`src/rtl/calculator_core_pkg.sv`:
```
// Shared types and helpers for the calculator core.
package calc_pkg;

   localparam logic [31:0] MAX_ENTRY_DEFAULT = 32'd99_999_999;

   typedef enum logic [2:0] {
      OP_NONE = 3'b000,
      OP_EQ   = 3'b001,
      OP_ADD  = 3'b010,
      OP_SUB  = 3'b011,
      OP_MUL  = 3'b100,
      OP_DIV  = 3'b101,
      OP_CE   = 3'b110,
      OP_AC   = 3'b111
   } opcode_t;

   typedef enum logic [1:0] {
      ST_ENTER1,
      ST_ENTER2,
      ST_RESULT
   } state_t;

   function automatic logic is_onehot10(input logic [9:0] v);
      return (v != '0) && ((v & (v - 10'd1)) == '0);
   endfunction

   function automatic logic [3:0] onehot_to_digit(input logic [9:0] v);
      logic [3:0] d;
      d = '0;
      for (int unsigned i = 0; i < 10; i++) begin
         if (v[i]) d = 4'(i);
      end
      return d;
   endfunction

endpackage

```
`src/rtl/calculator_core_if.sv`:
```
// Keypad-side inputs and display/debug outputs of the calculator core.
interface calculator_core_if;
   logic        pwr;
   logic [2:0]  opcode;
   logic [9:0]  btn;
   logic [31:0] displayedNum;
   logic        num;
   logic        op;
   logic [31:0] val1;
   logic [31:0] val2;

   modport master (
      output pwr, opcode, btn,
      input  displayedNum, num, op, val1, val2
   );

   modport slave (
      input  pwr, opcode, btn,
      output displayedNum, num, op, val1, val2
   );
endinterface

```
`src/rtl/calculator_core_alu.sv`:
```
// Combinational 32-bit unsigned arithmetic; divide by zero yields zero.
module calc_alu
   import calc_pkg::*;
(
   input  logic [31:0] a,
   input  logic [31:0] b,
   input  opcode_t     op,
   output logic [31:0] y
);

   // Select the pending operation; results wrap modulo 2^32.
   always_comb begin
      y = '0;
      case (op)
         OP_ADD:  y = a + b;
         OP_SUB:  y = a - b;
         OP_MUL:  y = a * b;
         OP_DIV:  y = (b == '0) ? '0 : a / b;
         default: y = '0;
      endcase
   end

endmodule

```
`src/rtl/calculator_core.sv`:
```
// Calculator core: key edge detection, entry FSM, operand registers.
module calculator_core
   import calc_pkg::*;
#(
   parameter logic [31:0] MAX_ENTRY = MAX_ENTRY_DEFAULT
) (
   input logic clk,
   input logic rst_n,
   calculator_core_if.slave bus
);

   logic [9:0]  btn_q, btn_qq;
   logic [2:0]  opc_q, opc_qq;
   state_t      state_r, state_nx;
   opcode_t     pend_r, pend_nx;
   logic [31:0] val1_r, val1_nx, val2_r, val2_nx, disp_r, disp_nx;
   logic        num_r, num_nx, op_r, op_nx;
   logic        op_ev, dig_ev;
   opcode_t     key_op;
   logic [3:0]  key_digit;
   logic [31:0] entry, alu_y;
   logic [35:0] acc;

   assign op_ev     = (opc_qq == 3'b000) && (opc_q != 3'b000);
   assign dig_ev    = (btn_qq == '0) && is_onehot10(btn_q);
   assign key_op    = opcode_t'(opc_q);
   assign key_digit = onehot_to_digit(btn_q);
   assign entry     = (state_r == ST_ENTER2) ? val2_r : val1_r;
   assign acc       = ({4'b0, entry} * 36'd10) + {32'b0, key_digit};

   calc_alu u_alu (
      .a  (val1_r),
      .b  (val2_r),
      .op (pend_r),
      .y  (alu_y)
   );

   assign bus.displayedNum = disp_r;
   assign bus.num          = num_r;
   assign bus.op           = op_r;
   assign bus.val1         = val1_r;
   assign bus.val2         = val2_r;

   // Key events and FSM transitions; an op event suppresses a same-cycle digit.
   always_comb begin
      state_nx = state_r;
      pend_nx  = pend_r;
      val1_nx  = val1_r;
      val2_nx  = val2_r;
      disp_nx  = disp_r;
      num_nx   = num_r;
      op_nx    = op_r;
      if (op_ev) begin
         case (key_op)
            OP_AC: begin
               state_nx = ST_ENTER1;
               pend_nx  = OP_NONE;
               val1_nx  = '0;
               val2_nx  = '0;
               disp_nx  = '0;
               num_nx   = 1'b0;
               op_nx    = 1'b0;
            end
            OP_CE: begin
               if (state_r == ST_ENTER2) val2_nx = '0;
               else                      val1_nx = '0;
               num_nx  = 1'b0;
               disp_nx = '0;
            end
            OP_EQ: begin
               if (state_r == ST_ENTER2 && num_r) begin
                  val1_nx  = alu_y;
                  disp_nx  = alu_y;
                  op_nx    = 1'b0;
                  num_nx   = 1'b0;
                  state_nx = ST_RESULT;
               end
            end
            OP_ADD, OP_SUB, OP_MUL, OP_DIV: begin
               pend_nx = key_op;
               if (state_r == ST_ENTER2) begin
                  // Chained operator: fold the completed pair into val1 first.
                  if (num_r) begin
                     val1_nx = alu_y;
                     disp_nx = alu_y;
                     val2_nx = '0;
                     num_nx  = 1'b0;
                  end
               end else begin
                  op_nx    = 1'b1;
                  val2_nx  = '0;
                  num_nx   = 1'b0;
                  state_nx = ST_ENTER2;
               end
            end
            default: ;
         endcase
      end else if (dig_ev) begin
         if (state_r == ST_RESULT) begin
            val1_nx  = {28'b0, key_digit};
            disp_nx  = {28'b0, key_digit};
            num_nx   = 1'b1;
            state_nx = ST_ENTER1;
         end else if (acc <= {4'b0, MAX_ENTRY}) begin
            if (state_r == ST_ENTER2) val2_nx = acc[31:0];
            else                      val1_nx = acc[31:0];
            disp_nx = acc[31:0];
            num_nx  = 1'b1;
         end
      end
   end

   // Input edge registers and architectural state; pwr clears everything.
   always_ff @(posedge clk or negedge rst_n) begin
      if (!rst_n) begin
         btn_q   <= '0;
         btn_qq  <= '0;
         opc_q   <= '0;
         opc_qq  <= '0;
         state_r <= ST_ENTER1;
         pend_r  <= OP_NONE;
         val1_r  <= '0;
         val2_r  <= '0;
         disp_r  <= '0;
         num_r   <= 1'b0;
         op_r    <= 1'b0;
      end else if (bus.pwr) begin
         btn_q   <= '0;
         btn_qq  <= '0;
         opc_q   <= '0;
         opc_qq  <= '0;
         state_r <= ST_ENTER1;
         pend_r  <= OP_NONE;
         val1_r  <= '0;
         val2_r  <= '0;
         disp_r  <= '0;
         num_r   <= 1'b0;
         op_r    <= 1'b0;
      end else begin
         btn_q   <= bus.btn;
         btn_qq  <= btn_q;
         opc_q   <= bus.opcode;
         opc_qq  <= opc_q;
         state_r <= state_nx;
         pend_r  <= pend_nx;
         val1_r  <= val1_nx;
         val2_r  <= val2_nx;
         disp_r  <= disp_nx;
         num_r   <= num_nx;
         op_r    <= op_nx;
      end
   end

endmodule

```
`src/flat_wrapper.sv`:
```
// flat-port wrapper written by rule: the top's interface ports become plain ports
module calculator_core_flat import calc_pkg::*;
#(
   parameter logic [31:0] MAX_ENTRY = MAX_ENTRY_DEFAULT
)
  (clk, rst_n, bus_pwr, bus_opcode, bus_btn, bus_displayedNum, bus_num, bus_op, bus_val1, bus_val2);
  calculator_core_if bus_i ();
  input logic clk;
  input logic rst_n;
  input wire logic [$bits(bus_i.pwr)-1:0] bus_pwr;
  input wire logic [$bits(bus_i.opcode)-1:0] bus_opcode;
  input wire logic [$bits(bus_i.btn)-1:0] bus_btn;
  output wire logic [$bits(bus_i.displayedNum)-1:0] bus_displayedNum;
  output wire logic [$bits(bus_i.num)-1:0] bus_num;
  output wire logic [$bits(bus_i.op)-1:0] bus_op;
  output wire logic [$bits(bus_i.val1)-1:0] bus_val1;
  output wire logic [$bits(bus_i.val2)-1:0] bus_val2;
  assign bus_i.pwr = bus_pwr;
  assign bus_i.opcode = bus_opcode;
  assign bus_i.btn = bus_btn;
  assign bus_displayedNum = bus_i.displayedNum;
  assign bus_num = bus_i.num;
  assign bus_op = bus_i.op;
  assign bus_val1 = bus_i.val1;
  assign bus_val2 = bus_i.val2;
  calculator_core #(.MAX_ENTRY(MAX_ENTRY)) u_core (.clk(clk), .rst_n(rst_n), .bus(bus_i));
endmodule
```
`config.mk`:
```
export PLATFORM = sky130hd
export DESIGN_NAME = calculator_core_flat
export DESIGN_NICKNAME = d
export VERILOG_FILES = /design/src/rtl/calculator_core_pkg.sv /design/src/rtl/calculator_core_if.sv /design/src/rtl/calculator_core_alu.sv /design/src/rtl/calculator_core.sv /design/src/flat_wrapper.sv
export SDC_FILE = /design/constraint.sdc
export NUM_CORES = 2
export LEC_CHECK = 0
export ABC_AREA = 1
export CORE_MARGIN = 3
export CORE_UTILIZATION = 55
export CTS_BUF_LIST = sky130_fd_sc_hd__clkbuf_4 sky130_fd_sc_hd__clkbuf_8 sky130_fd_sc_hd__clkbuf_16
export DETAILED_ROUTE_END_ITERATION = 10
export GPL_TIMING_DRIVEN = 0
export PLACE_DENSITY = 0.73
export SETUP_SLACK_MARGIN = 0.3
export SLEW_MARGIN = 20
export SYNTH_ARGS = -nofsm -noshare
export SYNTH_HDL_FRONTEND = slang
export SYNTH_HIERARCHICAL = 1
export SYNTH_SLANG_ARGS = --single-unit
```
`constraint.sdc`:
```
create_clock -name clk -period 76.7 [get_ports clk]
set_clock_uncertainty 0.2 [all_clocks]
set_input_delay 15.34 -clock clk [delete_from_list [all_inputs] [get_ports clk]]
set_output_delay 15.34 -clock clk [all_outputs]
set_load 0.005 [all_outputs]
```
**Yosys cells after proc, flatten, opt, wreduce, memory -nomap -nowiden**

Index checks and enable logic that the tools add are counted.
Widths: inputs -> output; s select.

- Bits in read-only memories: 0
- Word-level logic and storage cells: 141
- Bits in latches: 0
- Bits in registers: 129
- Output and inout port bits: 98
- Memories kept: 0
- Bits in writable memories: 0
- Input port bits: 16

- Reduce and logical (&&, ||, !) cells: 28
- Mux-type cells: 64
- Shifts and indexed selects: 0
- Bitwise operators: 1
- $add $sub $neg: 4
- Multiply operators: 2
- Magnitude comparators: 1
- Equality and inequality tests: 29
- Divide/modulo/power cells: 1

Operators with widths:

| operator | count |
|---|---|
| $mux 32 | 26 |
| $pmux 32 s4 | 2 |
| $pmux 32 s3 | 2 |
| $add 36x4->36 | 1 |
| $le 36x27->1 const B | 1 |
| $mul 32x3->35 const B | 1 |
| $add 32x32->32 | 1 |
| $div 32x32->32 | 1 |
| $logic_not 32->1 | 1 |
| $mul 32x32->32 | 1 |
| $sub 32x32->32 | 1 |
| $mux 3 | 8 |
| $logic_not 10->1 | 2 |
| $mux 10 | 2 |
| $ne 4x4->1 const B | 5 |
| $eq 3x3->1 const B | 6 |
| $reduce_bool 3->1 | 6 |
| $mux 2 | 8 |
| $ne 5x5->1 const B | 3 |
| $eq 3x2->1 const B | 4 |
| $and 10x10->10 | 1 |
| $mux 1 | 10 |
| $reduce_bool 10->1 | 1 |
| $sub 10x1->10 const B | 1 |
| 26 further kinds | 35 |

**Longest topological paths before layout**

- Depth after elaboration: 16
- Gate-level depth with buffers: 493
- Depth with buffers taken out: 484

**Hierarchy**

The synthesis kept the hierarchy.

By module, submodules not included:

| module | times used | area an instance (um^2) | sequential area each (um^2) | cells an instance |
|---|---|---|---|---|
| calc_alu | 1 | 47959.7 | 0.0 | 7542 |
| calculator_core | 1 | 10472.5 | 3228.1 | 1654 |

**Worst setup path before layout**

OpenSTA, ideal clock, no wires.

- Kind: register to register
- From: register u_core.val2_r[0] (netlist: u_core/bus.val2[0])
- To: register u_core.disp_r[0] (netlist: u_core/bus.displayedNum[0])
- Path buffers: 18
- Path slack: 17609 ps
- Clock period less this slack: 59091 ps
- Data required time: 76434 ps
- Arrival: 58825 ps
- Cell stages (with the launch flop): 474
- Cells stage by stage: dfrtp_1 -> inv_1 -> ha_1 -> inv_1 -> nor2_1 -> nand2_1 -> nor2_1 -> nand2_1 -> nor2_1 -> nand2_1 -> nand2_1 -> nand2_1 -> nand2_1 -> ha_1 -> nand2_1 -> inv_1 -> nand2_1 -> nor2_1 -> (+438 left out) -> a21oi_1 -> o21ai_0 -> a21boi_0 -> o31ai_1 -> xor2_1 -> nor2_1 -> a21oi_1 -> ha_1 -> nand2_1 -> nor3_1 -> nand3_1 -> o221ai_1 -> a22oi_1 -> o21ai_0 -> inv_1 -> o22ai_1 -> nand3_1 -> nand2_1

- Longest elaborated chain between the ends: 8
- Elaborated cells between the ends (all ways): 19

RTL lines:

| element | line | RTL |
|---|---|---|
| start, declared | calculator_core.sv:16 | `logic [31:0] val1_r, val1_nx, val2_r, val2_nx, disp_r, disp_nx;` |
| start signal, assigned | calculator_core.sv:147 | `val2_r <= val2_nx;` |
| $div 32x32->32 or $logic_not 32->1 (tied branches) | calculator_core_alu.sv:18 | `OP_DIV: y = (b == '0) ? '0 : a / b;` |
| $mux 32 | calculator_core_alu.sv:18 |  |
| $pmux 32 s4 * | calculator_core_alu.sv:14 | `case (op)` |
| named net u_core.alu_y[0] | calculator_core.sv:21 | `logic [31:0] entry, alu_y;` |
| $mux 32 | calculator_core.sv:83 | `if (num_r) begin` |
| $mux 32 | calculator_core.sv:81 | `if (state_r == ST_ENTER2) begin` |
| $pmux 32 s3 * | calculator_core.sv:54 | `case (key_op)` |
| $mux 32 * | calculator_core.sv:53 | `if (op_ev) begin` |
| $mux 32 * | calculator_core.sv:127 | `end else if (bus.pwr) begin` |
| end signal, assigned | calculator_core.sv:148 | `disp_r <= disp_nx;` |
| end, declared | calculator_core.sv:16 |  |

The timed path passes the listed nets; every way through them passes the cells marked *. The select of a mux whose other input is x is not followed.
A chain may end at the register's enable or synchronous reset.

**Worst setup path after layout**

- From: register u_core.val2_r[9] (netlist: u_core/bus.val2[9])
- To: register u_core.disp_r[0] (netlist: u_core/bus.displayedNum[0])

- Longest elaborated chain between the ends: 8
- Elaborated cells between the ends (all ways): 16

RTL lines:

| element | line |
|---|---|
| $div 32x32->32 or $logic_not 32->1 (tied branches) | calculator_core_alu.sv:18 |
| $mux 32 * | calculator_core_alu.sv:18 |
| $pmux 32 s4 * | calculator_core_alu.sv:14 |
| named net u_core.alu_y[0] | calculator_core.sv:21 |
| $mux 32 | calculator_core.sv:83 |
| $mux 32 | calculator_core.sv:81 |
| $pmux 32 s3 * | calculator_core.sv:54 |
| $mux 32 * | calculator_core.sv:53 |
| $mux 32 * | calculator_core.sv:127 |

Marks and branches as above.

==> results.sh <==
export IMPL_worstPathRequired_ns=76.81
export IMPL_ys_seq_area_share_pct=5.52
export IMPL_grt_pass1_vias=58300
export IMPL_tightest_slew_ns=1.33
export IMPL_die_x_um=332
export IMPL_post_drt_wl_per_cell_um=20.2
export IMPL_drv_cap=0
export IMPL_hold_path_depth=2
export IMPL_finalInstanceArea_um2=62700
export IMPL_cts_tree="built"
export IMPL_fin_cells=10800
export IMPL_dpl_cell_area_um2=61600
export IMPL_synth_top_area_share_pct=16.6
export IMPL_cp_end_kind="register"
export IMPL_grt_usage_pct=38.3
export IMPL_seq_area_um2=3240
export IMPL_synth_yosys_warnings=6
export IMPL_final_hold_violation_count=0
export IMPL_cpPeakStageDelay_ns=0.61
export IMPL_setup_tns_final_ns=0
export IMPL_cp_max_fo=10
export IMPL_htree_num_levels=4
export IMPL_overflow=0
export IMPL_synth_ff_type="dfrtp_1"
export IMPL_final_cell_mix="nand2_1, inv_1, ha_1, a21oi_1, nor2_1"
export IMPL_max_slew_margin_pct=10.6
export IMPL_initial_core_util_pct=55.9
export IMPL_clk_latency_ns=0.43
export IMPL_antenna_found_initial=12
export IMPL_worstPathArrival_ns=71.22
export IMPL_hold_path_class="reg -> reg"
export IMPL_drt_total_wl_um=218000
export IMPL_synth_seq_cells=129
export IMPL_synth_area_um2=58400
export IMPL_clkTransAtPathRegs_ns=0.06
export IMPL_min_period_ns=71.11
export IMPL_max_freq_mhz=14.1
export IMPL_highest_layer="met5"
export IMPL_reg2reg_from="u_core/bus.val2[9]"
export IMPL_final_common_cell="nand2_1"
export IMPL_postCtsHoldBufs=0
export IMPL_dp_slack_ns=1.44
export IMPL_ant_nets=0
export IMPL_pin_count=114
export IMPL_rows=118
export IMPL_drc=0
export IMPL_synth_cells=9196
export IMPL_syn_avg_cell_area_um2=6.35
export IMPL_first_pass_iters=9
export IMPL_yosys_top_cells_area="nand2_1, ha_1, fa_1, inv_1, dfrtp_1"
export IMPL_reg2reg_depth=464
export IMPL_maxSlewViolCount=0
export IMPL_fillers=10300
export IMPL_min_period_over_period_pct=92.7
export IMPL_numCtsBuffers=17
export IMPL_grt_max_degree=86
export IMPL_synth_edff_count=0
export IMPL_portBuffers=113
export IMPL_multi_input_area_um2=47600
export IMPL_drive_above_1_share_pct=6.26
export IMPL_clockRootBuffer="clkbuf_16"
export IMPL_areaGrowthSynthToFinish_pct=7.24
export IMPL_routabilityCongestion=1.05
export IMPL_fin_nets=10500
export IMPL_min_from="u_core/bus.displayedNum[1]"
export IMPL_viasPerCell=5.77
export IMPL_wl_met1_um=86100
export IMPL_cts_sinks=129
export IMPL_synthArstFlopShare_pct=100
export IMPL_core_area_um2=105000
export IMPL_final_setup_worst_slack_ns=5.59
export IMPL_die_h_um=332
export IMPL_holdPathEnd="u_core/bus.displayedNum[1]"
export IMPL_status="completed"
export IMPL_synth_area_leader_cell="nand2_1"
export IMPL_met3_length_um=24600
export IMPL_vias=62100
export IMPL_cpMostUsedCell="nand2_1"
export IMPL_r2r_slack_ns=5.59
export IMPL_crit_path_start_kind="register"
export IMPL_r2r_end="u_core/bus.displayedNum[0]"
export IMPL_ctsLongestPathBuffers=2
export IMPL_die_area_um2=110000
export IMPL_drt_first_iter_violations=6833
export IMPL_syn_nets=10300
export IMPL_rsz0062_at_grt="false"
export IMPL_setup_worst_path_class="reg -> reg"
export IMPL_wl_met2_um=92300
export IMPL_finalSetupViolations=0
export IMPL_dpl_hpwl_um=179000
export IMPL_place_inst=10700
export IMPL_ys_types=87
export IMPL_cp_slowest_cell="buf_2"
export IMPL_grt_pass1_wl_um=331000
-- kinds of logic (layout without fill, tap and decap cells) --
kind of cell,after synthesis,in the layout,share of synthesized area (%)
and+or+nand+nor,4108,4108,30.2
buffers and inverters,1991,2158,13.5
AOI/OAI and AO/OA,1292,1292,13.0
adders and majority gates,1137,1137,29.6
xor gates and xnor gates,495,495,7.42
DFF,129,129,5.52
muxes,44,44,0.754
other,0,11,0
-- state kept, by name, indices dropped and copies added (netlist names) --
name,count
u_core/state_r,2
u_core/btn_q,10
u_core/bus.val2,32
u_core/bus.val1,32
u_core/bus.op,1
u_core/bus.displayedNum,32
u_core/opc_qq,3
u_core/pend_r,3
u_core/btn_qq,10
u_core/key_op,3
u_core/bus.num,1
-- timing repair --
item                       CTS  global route
gates resized for setup      0           143
setup endpoints to repair    0             6
buffers inserted             0            10
-- how the worst max path moves through the flow --
stage / start / endpoint / slack (ns) / cells past startpoint
4_1_cts: u_core/bus.val1[9] / u_core/bus.displayedNum[0] / 1.13 / 459
3_5_place_dp: u_core/bus.val2[0] / u_core/bus.displayedNum[0] / 1.44 / 459
5_1_grt: u_core/bus.val2[29] / u_core/bus.displayedNum[0] / 0.26 / 475
2_1_floorplan: u_core/bus.val2[0] / u_core/bus.displayedNum[0] / 17.61 / 473
6_report: u_core/bus.val2[9] / u_core/bus.displayedNum[0] / 5.59 / 464
3_3_place_gp: u_core/bus.val2[0] / u_core/bus.displayedNum[0] / 1.20 / 466
-- Yosys cell counts, types with 39 or more instances --
library cell  instances
nand2_1            2590
inv_1              1667
ha_1                726
a21oi_1             559
nor2_1              541
nand3_1             459
fa_1                411
xor2_1              339
o21ai_0             301
xnor2_1             156
clkbuf_1            154
dfrtp_1             129
o21ai_1              82
nor3_1               80
nand4_1              73
nand3_2              67
or2_2                61
nand2_2              60
mux2i_1              44
and2_1               41
inv_2                41
nor4_1               40
o21bai_1             39
-- per-stage QoR --
stage	hold slack (ns)	utilization, %
floorplan	0.265	-
global placement	0.257	58.6
detailed placement	0.258	58.9
CTS	0.276	59.5
global route	0.298	59.9
finish	0.269	59.9
-- worst max-delay path: cells and delay by family (launching register included) --
family | cells | cell delay (ns)
flops | 1 | 0.50
compound gates | 125 | 21.87
xor+xnor | 1 | 0.15
buf+inv | 81 | 10.75
simple gates | 226 | 27.29
fa+ha+maj | 31 | 10.03
-- final cells by class --
type | instances | share of cell area [%]
multi-input cells | 7076 | 76.0
inverters | 1722 | 10.4
flip-flops and latches | 129 | 5.18
well taps | 1380 | 2.76
repair buffers | 135 | 2.36
plain buffers | 269 | 2.30
clock buffers | 17 | 0.679
clock inverters | 15 | 0.286
diodes | 11 | 0.0439
-- routing by layer --
layer,vias up,track usage (%)
met4,2,19.9
li1,29400,-
met1,28700,49.3
met5,-,0
met3,718,8.64
met2,3237,60.1
Power is left out: the tool's default activity adds up to more than one toggle a clock period on the data nets, which glitch-free logic cannot reach.
